[src/rtl/seg_pkg.sv]
// Shared display codes and active-low seven-segment patterns.
// Segment bit order is {G,F,E,D,C,B,A}; a 0 lights the segment.
`timescale 1ns/1ps
package seg_pkg;

  // Non-hex display codes, also used by the ALU display decoder
  localparam logic [4:0] CODE_BLANK = 5'd16;
  localparam logic [4:0] CODE_MINUS = 5'd17;

  localparam logic [6:0] SEG_GLYPH_0 = 7'h40;
  localparam logic [6:0] SEG_GLYPH_1 = 7'h79;
  localparam logic [6:0] SEG_GLYPH_2 = 7'h24;
  localparam logic [6:0] SEG_GLYPH_3 = 7'h30;
  localparam logic [6:0] SEG_GLYPH_4 = 7'h19;
  localparam logic [6:0] SEG_GLYPH_5 = 7'h12;
  localparam logic [6:0] SEG_GLYPH_6 = 7'h02;
  localparam logic [6:0] SEG_GLYPH_7 = 7'h78;
  localparam logic [6:0] SEG_GLYPH_8 = 7'h00;
  localparam logic [6:0] SEG_GLYPH_9 = 7'h10;
  localparam logic [6:0] SEG_GLYPH_A = 7'h08;
  localparam logic [6:0] SEG_GLYPH_B = 7'h03;
  localparam logic [6:0] SEG_GLYPH_C = 7'h46;
  localparam logic [6:0] SEG_GLYPH_D = 7'h21;
  localparam logic [6:0] SEG_GLYPH_E = 7'h06;
  localparam logic [6:0] SEG_GLYPH_F = 7'h0E;

  localparam logic [6:0] SEG_BLANK = 7'h7F;
  localparam logic [6:0] SEG_MINUS = 7'h3F;

  // Hex nibble to glyph pattern
  function automatic logic [6:0] hex_glyph(input logic [3:0] nib);
    logic [6:0] pat;
    pat = SEG_BLANK;
    case (nib)
      4'h0: pat = SEG_GLYPH_0;
      4'h1: pat = SEG_GLYPH_1;
      4'h2: pat = SEG_GLYPH_2;
      4'h3: pat = SEG_GLYPH_3;
      4'h4: pat = SEG_GLYPH_4;
      4'h5: pat = SEG_GLYPH_5;
      4'h6: pat = SEG_GLYPH_6;
      4'h7: pat = SEG_GLYPH_7;
      4'h8: pat = SEG_GLYPH_8;
      4'h9: pat = SEG_GLYPH_9;
      4'hA: pat = SEG_GLYPH_A;
      4'hB: pat = SEG_GLYPH_B;
      4'hC: pat = SEG_GLYPH_C;
      4'hD: pat = SEG_GLYPH_D;
      4'hE: pat = SEG_GLYPH_E;
      4'hF: pat = SEG_GLYPH_F;
      default: pat = SEG_BLANK;
    endcase
    return pat;
  endfunction

endpackage

[src/rtl/seg_decode.sv]
// Combinational 5-bit display code to active-low segment pattern.
// Codes 0-15 are hex glyphs, 17 is a minus sign, everything else is blank.
`timescale 1ns/1ps
module seg_decode
  import seg_pkg::*;
(
  input  logic [4:0] i_code,
  output logic [6:0] o_seg
);

  // Hex range is selected by the top code bit being clear
  always_comb begin
    o_seg = SEG_BLANK;
    if (!i_code[4]) begin
      o_seg = hex_glyph(i_code[3:0]);
    end else if (i_code == CODE_MINUS) begin
      o_seg = SEG_MINUS;
    end
  end

endmodule

[src/rtl/seg_scanner.sv]
// Eight-digit time-multiplexed seven-segment scanner.
// Owns the digit index rr, registers the decoded segments each cycle and
// blanks all anodes for the first BLANK_CYCLES of every digit slot so the
// previous digit never shows the new digit's segments.
`timescale 1ns/1ps
module seg_scanner
  import seg_pkg::*;
#(
  parameter int REFRESH_DIV  = 100000,
  parameter int BLANK_CYCLES = 1000
) (
  input  logic       CLK100MHZ,
  input  logic       CPU_RESETN,
  input  logic [4:0] digit_holder,
  output logic [2:0] rr,
  output logic [7:0] AN,
  output logic [6:0] SEG,
  output logic       DP,
  output logic       frame_tick
);

  localparam int               CNT_W     = $clog2(REFRESH_DIV);
  localparam logic [CNT_W-1:0] CNT_LAST  = CNT_W'(REFRESH_DIV - 1);
  localparam logic [CNT_W-1:0] BLANK_END = CNT_W'(BLANK_CYCLES);

  logic [CNT_W-1:0] r_div_cnt;
  logic [CNT_W-1:0] w_div_cnt_next;
  logic [2:0]       r_rr;
  logic [2:0]       w_rr_next;
  logic             w_slot_end;
  logic [7:0]       w_digit_sel;
  logic [7:0]       w_an_next;
  logic [7:0]       r_an;
  logic [6:0]       w_seg_dec;
  logic [6:0]       r_seg;
  logic             r_frame_tick;

  seg_decode u_decode (
    .i_code (digit_holder),
    .o_seg  (w_seg_dec)
  );

  // Slot counter and digit index advance; anode drive is derived from the
  // values being loaded so blanking starts on the very edge rr changes
  always_comb begin
    w_slot_end     = (r_div_cnt == CNT_LAST);
    w_div_cnt_next = w_slot_end ? '0 : r_div_cnt + CNT_W'(1);
    w_rr_next      = w_slot_end ? r_rr + 3'd1 : r_rr;
    w_an_next      = (w_div_cnt_next < BLANK_END) ? 8'hFF : ~w_digit_sel;
  end

  // One-hot select of the upcoming digit
  generate
    for (genvar gi = 0; gi < 8; gi++) begin : g_digit_sel
      assign w_digit_sel[gi] = (w_rr_next == 3'(gi));
    end
  endgenerate

  // Output and scan-state registers
  always_ff @(posedge CLK100MHZ or negedge CPU_RESETN) begin
    if (!CPU_RESETN) begin
      r_div_cnt    <= '0;
      r_rr         <= 3'd0;
      r_an         <= 8'hFF;
      r_seg        <= SEG_BLANK;
      r_frame_tick <= 1'b0;
    end else begin
      r_div_cnt    <= w_div_cnt_next;
      r_rr         <= w_rr_next;
      r_an         <= w_an_next;
      r_seg        <= w_seg_dec;
      r_frame_tick <= w_slot_end && (r_rr == 3'd7);
    end
  end

  assign rr         = r_rr;
  assign AN         = r_an;
  assign SEG        = r_seg;
  assign DP         = 1'b1;
  assign frame_tick = r_frame_tick;

endmodule

[config.mk]
export PLATFORM = sky130hd
export DESIGN_NAME = seg_scanner
export DESIGN_NICKNAME = d
export VERILOG_FILES = /design/src/rtl/seg_pkg.sv /design/src/rtl/seg_decode.sv /design/src/rtl/seg_scanner.sv
export SDC_FILE = /design/constraint.sdc
export NUM_CORES = 1
export LEC_CHECK = 0
export ABC_AREA = 1
export CAP_MARGIN = 20
export CORE_ASPECT_RATIO = 1.2
export CORE_MARGIN = 5
export CORE_UTILIZATION = 40
export CTS_BUF_LIST = sky130_fd_sc_hd__clkbuf_2
export CTS_CLUSTER_SIZE = 16
export DETAILED_ROUTE_END_ITERATION = 8
export GPL_TIMING_DRIVEN = 0
export HOLD_SLACK_MARGIN = 0.08
export PLACE_DENSITY = 0.68
export SYNTH_ARGS = -nofsm -noshare
export SYNTH_HDL_FRONTEND = slang
export SYNTH_SLANG_ARGS = --single-unit
[constraint.sdc]
create_clock -name CLK100MHZ -period 2.7 [get_ports CLK100MHZ]
set_input_delay 0.27 -clock CLK100MHZ [delete_from_list [all_inputs] [get_ports CLK100MHZ]]
set_output_delay 0.27 -clock CLK100MHZ [all_outputs]
set_load 0.03 [all_outputs]
==> results of run 1 <==
layout by cell type (no fill, tap or decap), drive strengths merged:
cell type | netlist | final
o2111ai | 2 | 2
o21ai | 8 | 8
clkinvlp | 0 | 1
dlygate4sd3 | 0 | 1
xor2 | 1 | 1
nor4 | 1 | 1
nand3b | 2 | 2
a31oi | 2 | 2
inv | 46 | 47
a21oi | 2 | 2
buf | 2 | 3
o311ai | 1 | 1
dfstp | 15 | 15
and2 | 1 | 1
nor3 | 4 | 4
conb | 1 | 1
clkinv | 2 | 3
nand2 | 73 | 73
nand4 | 3 | 3
clkdlybuf4s50 | 0 | 23
nand3 | 22 | 22
o211ai | 3 | 3
o21bai | 1 | 1
dfrtp | 21 | 21
clkbuf | 2 | 7
ha | 9 | 9
nor2 | 49 | 49
through the flow:
stage	util (%)	power [mW]
global placement	46.9	0.653
CTS	47.9	0.921
floorplan	-	0.612
detailed placement	46.8	0.652
finish	47.9	0.905
global route	47.9	0.949
worst max path at each step:
stage | to | slack, ns | cells after the start
after CTS | AN[2] | 0.77 | 1
after detailed placement | AN[1] | 0.91 | 11
after floorplan | AN[6] | 1.15 | 7
after global routing | AN[0] | 0.71 | 11
final | AN[2] | 0.81 | 1
after global placement | r_div_cnt[9] | 0.55 | 1
flip-flops by register name, indices dropped and copies added (netlist names):
signal,count
r_div_cnt,17
AN,8
SEG,7
rr,3
frame_tick,1
worst reg2reg max path, delay by kind of cell (launching register included):
kind	cells	cell delay, ns
and+or+nand+nor	9	1.01
adders and majority gates	1	0.21
DFF	1	0.46
buffers and inverters	1	0.07
repair_timing:
| action | CTS | global route |
|---|---|---|
| setup endpoints to repair | 0 | 0 |
| gates resized for setup | 0 | 0 |
| endpoints found under the hold margin | 21 | 0 |
| hold buffers | 1 | 0 |
| setup buffers | 0 | 0 |
power breakdown:
group,switching [mW],leakage [nW],internal [mW]
combinational,0.0546,0.753,0.0318
sequential,0.00218,0.437,0.555
clock,0.196,0.0294,0.0654
layout make-up:
type / count / share of cell area, %
repair buffers: 25 / 9.74
plain buffers: 4 / 0.894
multi-input cells: 185 / 40.8
inverters: 48 / 7.15
clock inverters: 3 / 0.845
flip-flops and latches: 36 / 36.5
well taps: 62 / 3.08
clock buffers: 5 / 0.994
metal layers:
layer	up-vias	share of wire [%]
met2	40	52
met4	0	1.0
met1	782	43
li1	910	-
met5	-	0
met3	8	4.4
kinds of logic (layout without fill, tap and decap cells):
group,Yosys count,after routing
xor gates and xnor gates,1,1
and+or+nand+nor,155,155
other,1,1
DFF,36,36
AOI/OAI and AO/OA,19,19
adders and majority gates,9,9
buffers and inverters,52,85
==> results_dict.tcl, run 1 <==
set metrics [dict create \
    cts_sinks 36 \
    crit_chain "clkdlybuf4s50_1" \
    slew_headroom_pct 48.7 \
    insertion_delay_ns 0.39 \
    nFillCells 521 \
    synthToLayoutAreaGrowth_pct 17.2 \
    rsz0062_at_grt "false" \
    grtUsageTotal_pct 12.9 \
    path_buf_inv 1 \
    rows 29 \
    reg2reg_depth 11 \
    vias 1740 \
    htree_levels 2 \
    hold_ws_ns 0.281 \
    hpwl_mm 3.24 \
    n_antenna_cell 0 \
    period_share_pct 69.9 \
    postSynthCellCount 273 \
    slew_violations 0 \
    arrival_ns 1.62 \
    synthesis.area_um2 2150 \
    critPathRequiredTime_ns 2.43 \
    vdd_ir_drop_max_mv 0.203 \
    finalSetupViolations 0 \
    synth_compound_area_share_pct 6.75 \
    worstHoldEndpoint "SEG[3]" \
    synthTopCellsByArea "dfrtp_1, dfstp_2, nand2_1" \
    routedWlPerCell_um 11.3 \
    dpl_worst_slack_ns 0.909 \
    crit_fanout 1 \
    timing.rr.start "r_div_cnt[0]" \
    gr-total-overflow 0 \
    finClkSkew_ns 0.0133 \
    muxShareOfSynthArea_pct 0 \
    fmax_mhz 530 \
    antenna_found_initial 0 \
    finalHoldViolCount 0 \
    ioPinCount 27 \
    final_nets 321 \
    ant_nets 0 \
    slowest_delay_ns 0.66 \
    grt_pass1_vias 1761 \
    final_cells 368 \
    yosys_warnings 0 \
    cp-start-kind "flip-flop" \
    tns_ns 0 \
    cts_buffer_depth 2 \
    hold_class "in -> reg" \
    grt_util_met1_pct 15.2 \
    final_area_um2 2520 \
    tightestPinTransition_ns 0.770 \
    async_reset_ff_share_pct 100 \
    tritoncts "done" \
    clk_pin_slew_ns 0.20 \
    fin_crit_ns 1.89 \
    die_x_um 76.9 \
    gp_congestion 0.881 \
    drv_cap 0 \
    syn_nets 289 \
    cts_buffers 5 \
    crit_path_end_kind "primary output" \
    synth.top_cell.area_share_pct 24.4 \
    post-route-drc-count 0 \
    cts_root_buffer "clkbuf_2" \
    crit_path_start "AN[2]" \
    drt_iter0_markers 73 \
    status "finished, final reports clean" \
    synth_seq_area_share_pct 42.8 \
    grt_max_degree 37 \
    drt_first_pass_iters 4 \
    ys_seq_elements 36 \
    drive_gt1_share_pct 20.9 \
    initial_utilization_pct 40.9 \
    met3_usage_pct 3.69 \
    synth_edf_count 0 \
    dp.cells 359 \
    yosysTopAreaCell "dfrtp_1" \
    io_buffer_count 24 \
    vias_per_cell 4.73 \
    coreArea_um2 5260 \
    synth_adder_area_share_pct 5.24 \
    hold_start "digit_holder[3]" \
    grt_pass1_wl_mm 7.49 \
    synth_top_family_by_area "simple AND/OR/NAND/NOR gates" \
    critical_path_class "reg -> out" \
    regArea_um2 920 \
    multi_input_area_um2 1030 \
    routed_wl_mm 4.14 \
    yosysMostFrequentCell "nand2_1" \
    synth_common_cells "nand2_1, inv_1, nor2_1, dfrtp_1, nand3_1" \
    placed_area_um2 2460 \
    reg2reg_slack_ns 0.90 \
    die_h_um 90.3 \
    avgSynthCellArea_um2 7.87 \
    synth-simple-area-share_pct 34.9 \
    critical-path-top-delay-family "buffers and inverters" \
    p_leak_nw 1.22 \
    use_met2_pct 22.2 \
    setup_slack_ns 0.813 \
    synth_cell_types 34 \
    reg2reg_to "AN[1]" \
    dieArea_um2 6950 \
    cp_slowest_cell "clkdlybuf4s50_1" \
    synth_ff_type "dfrtp_1" \
    p_per_area_nw_per_um2 359 \
    grt.busiest_layer "met2" \
    synth-xor-area-share_pct 0.757 \
    holdPathStages 3 \
]
(Power assumes the default switching activity.)
==> run 2: changes to the inputs <==
==> constraint.sdc (replaced) <==
create_clock -name CLK100MHZ -period 1.8 [get_ports CLK100MHZ]
set_input_delay 0.18 -clock CLK100MHZ [delete_from_list [all_inputs] [get_ports CLK100MHZ]]
set_output_delay 0.18 -clock CLK100MHZ [all_outputs]
set_load 0.03 [all_outputs]
==> run 2 against run 1 <==
Against the previous run: die area unchanged; sequential share of layout area shrank 0.50 points; cell area up 1.4%; final cell count increased by 0.54%; critical endpoint is now AN[1]; highest routed layer unchanged; utilization rose by 0.67 points; largest cell class unchanged; worst hold slack lost 0.091 ns; largest power group unchanged; non-clock buffer count up 2; first-iteration DRC count increased by 18%; register-to-register slack got worse by 0.81 ns.
==> results_dict.tcl, run 2 (synthesized netlist as in run 1, its figures left out) <==
set metrics [dict create \
    dpl_worst_slack_ns 0.00856 \
    wl_met2_mm 2.22 \
    p_per_area_nw_per_um2 529 \
    drt_first_pass_iters 4 \
    drt_iter0_markers 86 \
    grt_pass1_vias 1771 \
    final_area_um2 2550 \
    crit_path_end_kind "flip-flop" \
    vias_per_cell 4.76 \
    final_cell_mix "nand2_1, inv_1, nor2_1, dfrtp_1" \
    path_buf_inv 0 \
    crit_fanout 8 \
    cp_slowest_cell "dfrtp_1" \
    rows 29 \
    cts_sinks 36 \
    cp-start-kind "flip-flop" \
    finalSetupViolations 0 \
    drv_cap 0 \
    final_common_cell "nand2_1" \
    coreArea_um2 5260 \
    die_h_um 90.3 \
    p_leak_nw 1.23 \
    final_cells 370 \
    post-route-drc-count 0 \
    ioPinCount 27 \
    drt-met1-wl_mm 1.81 \
    insertion_delay_ns 0.39 \
    period_share_pct 94.9 \
    gr-total-overflow 0 \
    cts_root_buffer "clkbuf_2" \
    drive_gt1_share_pct 22.4 \
    arrival_ns 2.06 \
    clk_pin_slew_ns 0.21 \
    grt_pass1_wl_mm 7.52 \
    critPathRequiredTime_ns 2.15 \
    n_antenna_cell 0 \
    final_nets 323 \
    regArea_um2 920 \
    slew_violations 0 \
    crit_chain "ha_1, nand2_2, nor2_2, nand2_4, nor2_4, nand3_2, nand2_1, nand2_2, nor2_4, nand3_4, nand2_1" \
    grtUsageTotal_pct 13.0 \
    initial_utilization_pct 40.9 \
    cts_buffer_depth 2 \
    setup_slack_ns 0.0925 \
    ant_nets 0 \
    route.met3.wl_um 180 \
    status "finished, final reports clean" \
    hpwl_mm 3.24 \
    dp.cells 359 \
    hold_class "in -> reg" \
    multi_input_area_um2 1060 \
    critical-path-top-delay-family "simple AND/OR/NAND/NOR gates" \
    slew_headroom_pct 48.3 \
    routed_wl_mm 4.25 \
    power_mw 1.35 \
    fin_crit_ns 1.71 \
    io_buffer_count 24 \
    grt_max_degree 37 \
    largest_register_ffs 17 \
    nFillCells 520 \
    routedWlPerCell_um 11.5 \
    top_register "r_div_cnt" \
    critical_path_class "reg -> reg" \
    vdd_ir_drop_max_mv 0.306 \
    vias 1762 \
    dieArea_um2 6950 \
    tightestPinTransition_ns 0.776 \
    finalHoldViolCount 0 \
    synthToLayoutAreaGrowth_pct 18.8 \
    htree_levels 2 \
    fmax_mhz 586 \
    cts_buffers 5 \
    tritoncts "done" \
    rsz0062_at_grt "true" \
    placed_area_um2 2460 \
    slowest_delay_ns 0.42 \
    topRoutingLayerUsed "met4" \
    gp_congestion 0.881 \
    die_x_um 76.9 \
    finish.utilization_pct 48.5 \
    finClkSkew_ns 0.0162 \
    antenna_found_initial 0 \
]
==> run 2: tightest hold or removal path, stage by stage <==
cell and delay [ns]:
clkbuf_1 0.18, nand2_1 0.12, o2111ai_1 0.10
==> run 2: path summary, 6_finish.rpt <==
check,startpoint,endpoint,slack (ns),cells after the start
max,r_div_cnt[1],AN[1],0.09,11
min,digit_holder[3],SEG[3],0.19,3
max reg2reg,r_div_cnt[1],AN[1],0.09,11
min reg2reg,r_div_cnt[0],r_div_cnt[0],0.58,2
max in group asynchronous,CPU_RESETN,r_div_cnt[3],0.93,2
min in group asynchronous,CPU_RESETN,frame_tick,0.37,2
==> run 2: per-stage QoR <==
stage | hold WS [ns] | setup TNS (ns)
global placement | 0.501 | -5.47
floorplan | -0.116 | 0
detailed placement | 0.319 | 0
global route | 0.198 | -0.422
finish | 0.189 | 0
CTS | 0.156 | 0
==> run 2: metal layers <==
| layer | vias up | global-route usage [%] |
|---|---|---|
| li1 | 916 | - |
| met1 | 796 | 15.2 |
| met2 | 38 | 22.3 |
| met3 | 12 | 3.69 |
| met4 | 0 | 4.66 |
| met5 | - | 0 |
==> run 2: report_power, final <==
part	leakage, nW	total, mW	switching, mW	internal, mW
registers	0.437	0.835	0.00275	0.832
clock network	0.0294	0.395	0.297	0.0981
logic	0.767	0.121	0.0820	0.0387
total	1.23	1.35	0.381	0.969
==> run 2: layout make-up <==
type / count / share of cell area, %
plain buffers: 4 / 0.882
clock buffers: 5 / 0.980
clock inverters: 3 / 0.833
inverters: 48 / 7.06
multi-input cells: 185 / 41.6
flip-flops and latches: 36 / 36.0
well taps: 62 / 3.04
repair buffers: 27 / 9.55
==> run 2: what timing repair did <==
action	4_1_cts	5_1_grt
pin swaps	0	2
hold endpoints to repair	21	0
resized for setup	15	7
buffers inserted	1	1
hold buffers	1	0
setup endpoints to repair	23	9
==> run 3: changes to the inputs <==
--- a/config.mk
+++ b/config.mk
@@ -16,6 +16,7 @@
 export GPL_TIMING_DRIVEN = 0
 export HOLD_SLACK_MARGIN = 0.08
 export PLACE_DENSITY = 0.68
+export SLEW_MARGIN = 20
 export SYNTH_ARGS = -nofsm -noshare
 export SYNTH_HDL_FRONTEND = slang
 export SYNTH_SLANG_ARGS = --single-unit
==> run 3 against run 2 <==
Against the previous run: highest routed layer unchanged; critical path type unchanged; via count rose by 3.6%; combinational power rose by 6%; total power rose by 1.7%; critical path depth fell by 1; global-route usage rose by 0.37 points.
==> results_dict.tcl, run 3 (synthesized netlist as in run 1, its figures left out) <==
set metrics [dict create \
    ant_nets 0 \
    finalHoldViolCount 0 \
    insertion_delay_ns 0.40 \
    drt_first_pass_iters 4 \
    fin_crit_ns 1.72 \
    drt_iter0_markers 99 \
    status "finished, final reports clean" \
    placed_area_um2 2490 \
    p_per_area_nw_per_um2 522 \
    internal-power_mw 0.975 \
    tritoncts "done" \
    crit_fanout 6 \
    dp.cells 360 \
    vdd_ir_drop_max_mv 0.331 \
    final_nets 325 \
    critical_path_class "reg -> reg" \
    crit_chain "ha_4, nand2_4, nor2_4, inv_2, nor2_4, nand2_8, o21ai_4, inv_2, nor2_1, nand2_1" \
    ioPinCount 27 \
    die_x_um 76.9 \
    grt_pass1_wl_mm 7.72 \
    finalSetupViolations 0 \
    grtUsageTotal_pct 13.3 \
    nFillCells 506 \
    final_cells 372 \
    clk_pin_slew_ns 0.21 \
    dieArea_um2 6950 \
    arrival_ns 2.08 \
    final_area_um2 2630 \
    routed_wl_mm 4.49 \
    largest_register_ffs 17 \
    dpl_worst_slack_ns 0.00776 \
    period_share_pct 95.7 \
    routedWlPerCell_um 12.1 \
    post-route-drc-count 0 \
    p_leak_nw 1.28 \
    slew_violations 0 \
    cts_buffer_depth 2 \
    pwr-share-comb_pct 9.4 \
    grt.busiest_layer "met2" \
    grt_util_met1_pct 16.6 \
    grt_max_degree 22 \
    antenna_found_initial 0 \
    vias 1826 \
    p_switching_mw 0.398 \
    hpwl_mm 3.31 \
    fmax_mhz 580 \
    cts_buffers 5 \
    switching_share_pct 29.0 \
    vias_per_cell 4.91 \
    critPathRequiredTime_ns 2.16 \
    top_register "r_div_cnt" \
    cts_sinks 36 \
    clockPowerShare_pct 29.8 \
    initial_utilization_pct 40.9 \
    synthToLayoutAreaGrowth_pct 22.5 \
    seqPwrFrac_pct 60.8 \
    use_met2_pct 22.2 \
    htree_levels 2 \
    die_h_um 90.3 \
    gr-total-overflow 0 \
    cp_slowest_cell "dfrtp_1" \
    cts_root_buffer "clkbuf_2" \
    cp-start-kind "flip-flop" \
    io_buffer_count 24 \
    grt_pass1_vias 1766 \
    rows 29 \
    hold_class "in -> reg" \
    rsz0062_at_grt "true" \
    final_cell_mix "nand2_1, inv_1, nor2_1, dfrtp_1" \
    slowest_delay_ns 0.47 \
    crit_path_end_kind "flip-flop" \
    n_antenna_cell 0 \
    finClkSkew_ns 0.0219 \
    drive_gt1_share_pct 24.8 \
    setup_slack_ns 0.0772 \
    gp_congestion 0.881 \
    drv_cap 0 \
    coreArea_um2 5260 \
    final_common_cell "nand2_1" \
    met3_usage_pct 3.49 \
]
run 3: cell count changes in the layout (fill, tap and decap cells not counted), sizes merged:
| cell | before | now |
|---|---|---|
| buf | 5 | 6 |
| nand2 | 73 | 74 |
run 3: power groups by stage:
| stage | Combinational (mW) | Sequential (mW) | Clock [mW] |
|---|---|---|---|
| 2_1_floorplan | 0.0413 | 0.877 | 0 |
| 6_report | 0.128 | 0.835 | 0.410 |
| 3_5_place_dp | 0.138 | 0.848 | 0 |
| 4_1_cts | 0.131 | 0.836 | 0.423 |
| 3_3_place_gp | 0.131 | 0.849 | 0 |
| 5_1_grt | 0.142 | 0.838 | 0.445 |
run 3: layout make-up:
class | count | area [um2] | share of cell area (%)
sequential | 36 | 920 | 34.9
buffer | 4 | 22.5 | 0.856
inverter | 48 | 180 | 6.84
tap | 62 | 77.6 | 2.95
timing repair buffer | 28 | 272 | 10.3
clock buffer | 5 | 25.0 | 0.951
clock inverter | 3 | 21.3 | 0.808
multi-input combinational | 186 | 1110 | 42.3
run 3: final timing paths:
kind / from / end / slack, ns / cells after the start
max in group asynchronous: CPU_RESETN / SEG[1] / 1.06 / 3
min in group asynchronous: CPU_RESETN / frame_tick / 0.19 / 2
hold reg to reg: r_div_cnt[16] / r_div_cnt[7] / 0.59 / 1
setup reg to reg: r_div_cnt[1] / AN[4] / 0.08 / 10
setup / recovery: r_div_cnt[1] / AN[4] / 0.08 / 10
hold / removal: digit_holder[3] / SEG[3] / 0.18 / 3
run 3: layer usage:
metal | vias to the layer above | routed length, um
li1 | 918 | -
met1 | 845 | 1960
met2 | 51 | 2260
met3 | 12 | 198
met4 | 0 | 80
met5 | - | 0
run 3: critical path: cells and delay by family, from the launching register on:
family	cells	cell delay, ns
adder cells (fa/ha/maj)	1	0.17
flip-flops	1	0.47
AND/OR/NAND/NOR	6	0.67
buffers and inverters	2	0.14
AO/OA/AOI/OAI	1	0.23
run 3: metrics by stage:
| stage | TNS (ns) | hold slack [ns] | total power [mW] | util (%) |
|---|---|---|---|---|
| after detailed placement | 0 | 0.141 | 0.986 | 47.3 |
| after floorplan | 0 | -0.116 | 0.918 | - |
| final | 0 | 0.180 | 1.37 | 50.0 |
| after global placement | -5.47 | 0.501 | 0.979 | 46.9 |
| after global routing | -0.403 | 0.197 | 1.42 | 50.0 |
| after CTS | 0 | 0.153 | 1.39 | 48.2 |
run 3: repair_timing:
item                                    in CTS  in global routing
endpoints found under the setup margin      23                  9
buffers inserted                             1                  1
hold buffers                                 1                  0
hold endpoints to repair                    27                  0
cloned                                       0                  1
pin swaps                                    0                  3
gates resized for setup                     15                 17
